File: src/rtl/alu_pipe_pkg.sv
`default_nettype none
// ============================================================================
// Module      : alu_pipe_pkg
// Description : Shared opcode typedefs for the pipelined ALU.
// Revision    : 1.0 - initial release
// ============================================================================
package alu_pipe_pkg;

  typedef logic [3:0] opcode_t;

  typedef enum logic [3:0] {
    PASS_A = 4'h0,
    PASS_B = 4'h1,
    ADD    = 4'h2,
    SUB    = 4'h3,
    AND    = 4'h4,
    OR     = 4'h5,
    XOR    = 4'h6,
    MUL    = 4'h7
  } alu_op_t;

  function automatic logic is_mul_op(input alu_op_t op);
    return op == MUL;
  endfunction

endpackage
`default_nettype wire

File: src/rtl/alu_mul_seq.sv
`default_nettype none
// ============================================================================
// Module      : alu_mul_seq
// Description : Sequential shift-add multiplier, one partial product per cycle.
// Revision    : 1.0 - initial release
// ============================================================================
module alu_mul_seq #(
  parameter int WIDTH = 8
) (
  input  logic                 clk,
  input  logic                 rst_n,
  input  logic                 start,
  input  logic [WIDTH-1:0]     a,
  input  logic [WIDTH-1:0]     b,
  output logic                 done,
  output logic [2*WIDTH-1:0]   product
);

  localparam int CNT_W = $clog2(WIDTH + 1);

  logic [2*WIDTH-1:0] mcand_q, mcand_d;
  logic [2*WIDTH-1:0] prod_q, prod_d;
  logic [WIDTH-1:0]   mplier_q, mplier_d;
  logic [CNT_W-1:0]   cnt_q, cnt_d;
  logic               busy_q, busy_d;

  // done stays high for the single cycle between the last step and collection
  assign done    = busy_q && (cnt_q == '0);
  assign product = prod_q;

  always_comb begin
    mcand_d  = mcand_q;
    prod_d   = prod_q;
    mplier_d = mplier_q;
    cnt_d    = cnt_q;
    busy_d   = busy_q;
    if (start) begin
      mcand_d  = {{WIDTH{1'b0}}, a};
      mplier_d = b;
      prod_d   = '0;
      cnt_d    = CNT_W'(WIDTH);
      busy_d   = 1'b1;
    end else if (busy_q) begin
      if (cnt_q != '0) begin
        if (mplier_q[0]) prod_d = prod_q + mcand_q;
        mcand_d  = mcand_q << 1;
        mplier_d = mplier_q >> 1;
        cnt_d    = cnt_q - CNT_W'(1);
      end else begin
        busy_d = 1'b0;
      end
    end
  end

  always_ff @(posedge clk or negedge rst_n) begin
    if (!rst_n) begin
      mcand_q  <= '0;
      prod_q   <= '0;
      mplier_q <= '0;
      cnt_q    <= '0;
      busy_q   <= 1'b0;
    end else begin
      mcand_q  <= mcand_d;
      prod_q   <= prod_d;
      mplier_q <= mplier_d;
      cnt_q    <= cnt_d;
      busy_q   <= busy_d;
    end
  end

endmodule
`default_nettype wire

File: src/rtl/alu_pipe.sv
`default_nettype none
// ============================================================================
// Module      : alu_pipe
// Description : Valid/ready ALU with registered result; define ALU_MUL_EN to
//               build in the multi-cycle MUL via alu_mul_seq.
// Revision    : 1.0 - initial release
// ============================================================================
module alu_pipe
  import alu_pipe_pkg::*;
#(
  parameter int WIDTH = 8
) (
  input  logic             clk,
  input  logic             rst_,
  input  logic             in_valid,
  output logic             in_ready,
  input  alu_op_t          op,
  input  logic [WIDTH-1:0] accum,
  input  logic [WIDTH-1:0] data,
  output logic             zero,
  output logic             out_valid,
  input  logic             out_ready,
  output logic [WIDTH-1:0] out,
  output logic             carry,
  output logic             res_zero
);

  typedef enum logic [1:0] {
    IDLE = 2'd0,
    CALC = 2'd1,
    HOLD = 2'd2
  } state_t;

  state_t             state_q, state_d;
  logic [WIDTH-1:0]   out_q, out_d;
  logic               carry_q, carry_d;
  logic               res_zero_q, res_zero_d;

  logic               accept;
  logic               go_calc;
  logic [WIDTH-1:0]   alu_out;
  logic               alu_carry;
  logic [WIDTH:0]     sum, diff;
  logic               mul_done;
  logic [2*WIDTH-1:0] mul_prod;

  assign in_ready  = (state_q == IDLE) || ((state_q == HOLD) && out_ready);
  assign accept    = in_valid && in_ready;
  assign out_valid = (state_q == HOLD);
  assign zero      = (accum == '0);
  assign out       = out_q;
  assign carry     = carry_q;
  assign res_zero  = res_zero_q;

`ifdef ALU_MUL_EN
  assign go_calc = is_mul_op(op);

  alu_mul_seq #(
    .WIDTH   (WIDTH)
  ) u_mul (
    .clk     (clk),
    .rst_n   (rst_),
    .start   (accept && go_calc),
    .a       (accum),
    .b       (data),
    .done    (mul_done),
    .product (mul_prod)
  );
`else
  assign go_calc  = 1'b0;
  assign mul_done = 1'b0;
  assign mul_prod = '0;
`endif

  // MUL and undefined encodings fall through to PASS_A here
  always_comb begin
    alu_out   = accum;
    alu_carry = 1'b0;
    sum       = {1'b0, accum} + {1'b0, data};
    diff      = {1'b0, accum} - {1'b0, data};
    case (op)
      PASS_B:  alu_out = data;
      ADD:     {alu_carry, alu_out} = sum;
      SUB:     {alu_carry, alu_out} = diff;
      AND:     alu_out = accum & data;
      OR:      alu_out = accum | data;
      XOR:     alu_out = accum ^ data;
      default: alu_out = accum;
    endcase
  end

  always_comb begin
    state_d    = state_q;
    out_d      = out_q;
    carry_d    = carry_q;
    res_zero_d = res_zero_q;
    case (state_q)
      IDLE, HOLD: begin
        if (accept) begin
          if (go_calc) begin
            state_d = CALC;
          end else begin
            state_d    = HOLD;
            out_d      = alu_out;
            carry_d    = alu_carry;
            res_zero_d = (alu_out == '0);
          end
        end else if (state_q == HOLD && out_ready) begin
          state_d = IDLE;
        end
      end
      CALC: begin
        if (mul_done) begin
          state_d    = HOLD;
          out_d      = mul_prod[WIDTH-1:0];
          carry_d    = |mul_prod[2*WIDTH-1:WIDTH];
          res_zero_d = (mul_prod[WIDTH-1:0] == '0);
        end
      end
      default: state_d = IDLE;
    endcase
  end

  always_ff @(posedge clk or negedge rst_) begin
    if (!rst_) begin
      state_q    <= IDLE;
      out_q      <= '0;
      carry_q    <= 1'b0;
      res_zero_q <= 1'b0;
    end else begin
      state_q    <= state_d;
      out_q      <= out_d;
      carry_q    <= carry_d;
      res_zero_q <= res_zero_d;
    end
  end

endmodule
`default_nettype wire

File: config.mk
export PLATFORM = sky130hd
export DESIGN_NAME = alu_pipe
export DESIGN_NICKNAME = d
export VERILOG_FILES = /design/src/rtl/alu_pipe_pkg.sv /design/src/rtl/alu_mul_seq.sv /design/src/rtl/alu_pipe.sv
export SDC_FILE = /design/constraint.sdc
export NUM_CORES = 1
export LEC_CHECK = 0
export ABC_AREA = 1
export BUFFER_PORTS_ARGS = -buffer_cell sky130_fd_sc_hd__clkbuf_2
export CORE_MARGIN = 2
export CORE_UTILIZATION = 45
export DETAILED_ROUTE_END_ITERATION = 8
export PLACE_DENSITY_LB_ADDON = 0.15
export SLEW_MARGIN = 5
export SYNTH_ARGS = -nofsm -noshare
export SYNTH_HDL_FRONTEND = slang
export SYNTH_SLANG_ARGS = --single-unit
File: constraint.sdc
create_clock -name clk -period 2 [get_ports clk]
set_input_delay 0.3 -clock clk [delete_from_list [all_inputs] [get_ports clk]]
set_output_delay 0.3 -clock clk [all_outputs]
set_load 0.005 [all_outputs]
==> impl_table.tex <==
\begin{tabular}{lr}
\hline
Metric & Value \\
\hline
\multicolumn{2}{l}{\textbf{Status}} \\
\quad Outcome & completed \\
\multicolumn{2}{l}{\textbf{STA}} \\
\quad Final Max Slew Viols & 0 \\
\quad Final Hold Fails & 0 \\
\quad Least-Margin Pin Slew & 306 ps \\
\quad Period utilization & 0.894 \\
\quad Worst max-slew margin expressed relative to the limit & 0.794 \\
\quad Peak clock frequency supported by timing & roughly 560 MHz \\
\quad Final critical-path setup slack & 213 ps \\
\quad Clock skew & 1.32 ps \\
\quad Final critical delay including setup and external delays & $\sim$1800 ps \\
\quad Setup-failing EPs final & 0 \\
\quad Setup repair after global routing missed its margin & false \\
\quad Setup TNS & 0 ps \\
\multicolumn{2}{l}{\textbf{Logic synthesis}} \\
\quad Dominant cell by count in the synthesized netlist & sky130\_fd\_sc\_hd\_\_nand2\_1 \\
\quad Synthesized-area fraction occupied by ao, oa, aoi and oai cells & 0.0627 \\
\quad Commonest cells in the synthesized netlist & sky130\_fd\_sc\_hd\_\_nand2\_1 (86), sky130\_fd\_sc\_hd\_\_nand3\_1 (49), sky130\_fd\_sc\_hd\_\_inv\_1 (42), sky130\_fd\_sc\_hd\_\_nor2\_1 (31), sky130\_fd\_sc\_hd\_\_ha\_1 (24) \\
\quad Mean instance size in the synthesized netlist & 6.13 sq um \\
\quad Share of flip-flops with an asynchronous set or reset & 1.00 \\
\quad Predominant post-synthesis flop cell & sky130\_fd\_sc\_hd\_\_dfrtp\_1 \\
\quad Simple logic cell fraction of the synthesized area & 0.481 \\
\quad Most area-consuming cells after synthesis & sky130\_fd\_sc\_hd\_\_nand2\_1 (17\%), sky130\_fd\_sc\_hd\_\_ha\_1 (16\%), sky130\_fd\_sc\_hd\_\_dfrtp\_1 (15\%), sky130\_fd\_sc\_hd\_\_nand3\_1 (13\%), sky130\_fd\_sc\_hd\_\_inv\_1 (8.4\%) \\
\quad Biggest area consumer among synthesized cells & sky130\_fd\_sc\_hd\_\_nand2\_1 \\
\quad Synth Cell Area & 1880 sq um \\
\quad Post-synthesis register bit count & 11 \\
\quad Count of mapped cells out of synthesis & 306 \\
\quad Sequential-to-total area share from yosys stat & 0.147 \\
\quad Main combinational cell family by area after synthesis & simple AND/OR/NAND/NOR gates \\
\quad Synthesized-area fraction occupied by adder cells & 0.181 \\
\quad Net count of the mapped netlist & 356 \\
\quad Unique masters post-synth & 31 \\
\quad EDFF count, synth & 0 \\
\quad Total of warnings raised by yosys & 0 \\
\quad Post-synthesis mux area share & 0 \\
\quad Synthesized-area fraction occupied by xor and xnor cells & 0 \\
\quad Share of the synthesized area in the top cell type & 0.172 \\
\multicolumn{2}{l}{\textbf{CTS}} \\
\quad CTS tree & yes \\
\quad Number of levels in the clock H-tree & 1 \\
\quad Number of buffers created by CTS & 3 \\
\quad CTS Root Cell & sky130\_fd\_sc\_hd\_\_clkbuf\_8 \\
\quad Clock slew at the register clock pins of the worst setup and hold paths & 50 ps \\
\quad Setup bufs post-CTS & 0 \\
\quad Max Buffers Root-to-Sink & 2 \\
\quad Clock sink total & 11 \\
\quad Insertion delay of the later-clocked pin in the worst-skew pair & 240 ps \\
\multicolumn{2}{l}{\textbf{Hold path}} \\
\quad Cell depth of the worst hold path & 4 \\
\quad Worst hold path class & in -> reg \\
\multicolumn{2}{l}{\textbf{GRT}} \\
\quad Pin count of the biggest net entering global routing & 14 \\
\quad Total overflow reported by the global router & 0 \\
\quad Via count of the first global-routing pass & 1814 \\
\quad Wire length of the first global-routing pass & 8270 um \\
\quad Aggregate global-route resource usage & 0.236 \\
\quad Initial antenna violation count & 0 \\
\multicolumn{2}{l}{\textbf{Routing}} \\
\quad DRT antenna net count & 0 \\
\quad Vias & between 2000 and 2500 \\
\quad Vias per Instance & between 5 and 6 \\
\quad Drt first-iter violations & 99 \\
\quad Average wire per standard cell & 12.7 um \\
\quad Remaining DRCs & 0 \\
\quad Drt pass-1 iters & 4 \\
\quad Detailed Route WL & 5150 um \\
\multicolumn{2}{l}{\textbf{Cells and area}} \\
\quad Post-layout instance area & about 2200 sq um \\
\quad Fraction of the core area covered by cells at the end of the flow & 0.555 \\
\quad Antenna Diode Count & 0 \\
\quad Layout area overhead & 18.3\% \\
\quad Proportion of layout cells with a drive suffix above 1 & 0.206 \\
\quad Count of non-filler cells in the finished layout & 404 \\
\quad Combined flip-flop and latch cell area & roughly 280 sq um \\
\quad Net count reported at finish & 405 \\
\quad Combined area of the multi-input logic cells & 1360 sq um \\
\quad Count of filler cells inserted in the layout & 430 \\
\multicolumn{2}{l}{\textbf{Flow run}} \\
\quad Maxcap violations & 0 \\
\multicolumn{2}{l}{\textbf{Floorplan}} \\
\quad Number of placement rows & 23 \\
\quad Area enclosed by the die boundary & roughly 4700 sq um \\
\quad Num ports & 37 \\
\quad CORE AREA & 4000 sq um \\
\quad DIE WIDTH & 68.6 um \\
\quad Chip height & 68.6 um \\
\quad Starting utilization of the core area & 0.469 \\
\multicolumn{2}{l}{\textbf{Worst setup path}} \\
\quad Worst EP arrival & 1960 ps \\
\quad Element type at the critical path start & primary input \\
\quad Depth of the most critical reg-to-reg path & 9 \\
\quad Worst EP required & 2180 ps \\
\quad CP Class & in -> reg \\
\quad Kind of capture point of the worst setup path & flop \\
\quad Top fanout value on the critical path & 4 \\
\multicolumn{2}{l}{\textbf{Placement}} \\
\quad Number of port buffers & 36 \\
\quad Placement Setup Slack & -26.1 ps \\
\quad Placed instance count & around 400 \\
\quad Post-placement cell area & 2160 sq um \\
\quad DPL Wire Length & about 4200 um \\
\quad Placer's final routability congestion estimate & 0.947 \\
\multicolumn{2}{l}{\textbf{Power}} \\
\quad Total net switching power & $\sim$0.38 mW \\
\quad P per Cell Area & 437 nW/um\^{}2 \\
\quad Peak supply drop & 0.135 mV \\
\quad Leakage dissipation & 1.30 nW \\
\quad Part of the power in registers & 0.284 \\
\quad Comb pwr share & 0.489 \\
\quad Switching fraction of total power & 0.396 \\
\quad Internal power component & roughly 0.59 mW \\
\quad Clock group share of total power & 0.227 \\
\hline
\end{tabular}
## timing repair
item,CTS,global route
hold endpoints to repair,11,0
hold buffers,1,0
resized for setup,0,1
endpoints found under the setup margin,0,1
## layout make-up
cell class / count / share of cell area
repair buffers: 52 / 0.136
clock buffers: 4 / 0.0203
inverters: 46 / 0.0778
flip-flops and latches: 11 / 0.124
well taps: 50 / 0.0282
multi-input cells: 241 / 0.613
## final timing paths
kind                            startpoint    endpoint  slack (ps)
min in group asynchronous             rst_      out[0]         460
worst max register to register  state_q[1]    res_zero         470
max in group asynchronous             rst_  state_q[1]        1330
worst min register to register      out[0]      out[0]         480
worst min-delay path             out_ready  state_q[1]         370
worst max-delay path               data[0]    res_zero         210
## registers in the layout, indices dropped and copies added (netlist names)
name      flops
res_zero      1
state_q       1
out           8
carry         1
## cell families after synthesis
kind of cell	count (synthesis)
AOI/OAI and AO/OA	21
adders and majority gates	26
buffers and inverters	54
DFF	11
and+or+nand+nor	194
## per-stage QoR
step	total power [mW]	hold slack, ps
global route	1.05	416
CTS	0.971	375
finish	0.969	372
floorplan	0.579	4.41
global placement	0.743	181
detailed placement	0.746	183
## worst max-delay path, cell delays in order
cell	delay, ps
sky130_fd_sc_hd__clkbuf_2	120
sky130_fd_sc_hd__ha_1	220
sky130_fd_sc_hd__fa_1	440
sky130_fd_sc_hd__inv_1	80
sky130_fd_sc_hd__nand2_1	40
sky130_fd_sc_hd__nand2_1	60
sky130_fd_sc_hd__nor2_1	40
sky130_fd_sc_hd__nor2_1	90
sky130_fd_sc_hd__nand2_1	100
sky130_fd_sc_hd__nor2_2	120
sky130_fd_sc_hd__nand3_2	80
sky130_fd_sc_hd__nor3_2	120
sky130_fd_sc_hd__nand3_1	80
sky130_fd_sc_hd__nand2_1	60
## power by group through the flow
stage          registers [mW]  clock network, mW  logic, mW
2_1_floorplan           0.281                  0      0.298
3_3_place_gp            0.277                  0      0.466
3_5_place_dp            0.279                  0      0.467
4_1_cts                 0.276              0.224      0.471
5_1_grt                 0.279              0.235      0.539
6_report                0.275              0.220      0.474
## cell usage in the layout (no fill, tap or decap), types with 2 or more instances in the layout
cell type / netlist / final
sky130_fd_sc_hd__inv_1: 42 / 42
sky130_fd_sc_hd__o21ai_0: 7 / 6
sky130_fd_sc_hd__nand2_1: 86 / 86
sky130_fd_sc_hd__o21ai_1: 1 / 2
sky130_fd_sc_hd__nand3_1: 49 / 49
sky130_fd_sc_hd__nand3_2: 2 / 2
sky130_fd_sc_hd__nand4_2: 2 / 2
sky130_fd_sc_hd__dfrtp_1: 11 / 11
sky130_fd_sc_hd__nand3b_1: 4 / 4
sky130_fd_sc_hd__ha_1: 24 / 24
sky130_fd_sc_hd__clkbuf_8: 0 / 3
sky130_fd_sc_hd__nor2_1: 31 / 31
sky130_fd_sc_hd__a21oi_1: 7 / 7
sky130_fd_sc_hd__buf_4: 1 / 15
sky130_fd_sc_hd__fa_1: 2 / 2
sky130_fd_sc_hd__nand2_2: 2 / 2
sky130_fd_sc_hd__inv_2: 4 / 4
sky130_fd_sc_hd__nand4_1: 6 / 6
sky130_fd_sc_hd__nor2_2: 4 / 4
sky130_fd_sc_hd__nand2_4: 2 / 2
sky130_fd_sc_hd__nor3_1: 3 / 3
sky130_fd_sc_hd__clkbuf_2: 0 / 36
## routing by layer
metal  up-vias  track usage  wire length, um
li1       1079            -                -
met2        61        0.412             2390
met5         -            0                0
met3         9      0.00974              305
met4         0       0.0800               90
met1       928        0.308             2370
Power figures use the tool's default switching activity.
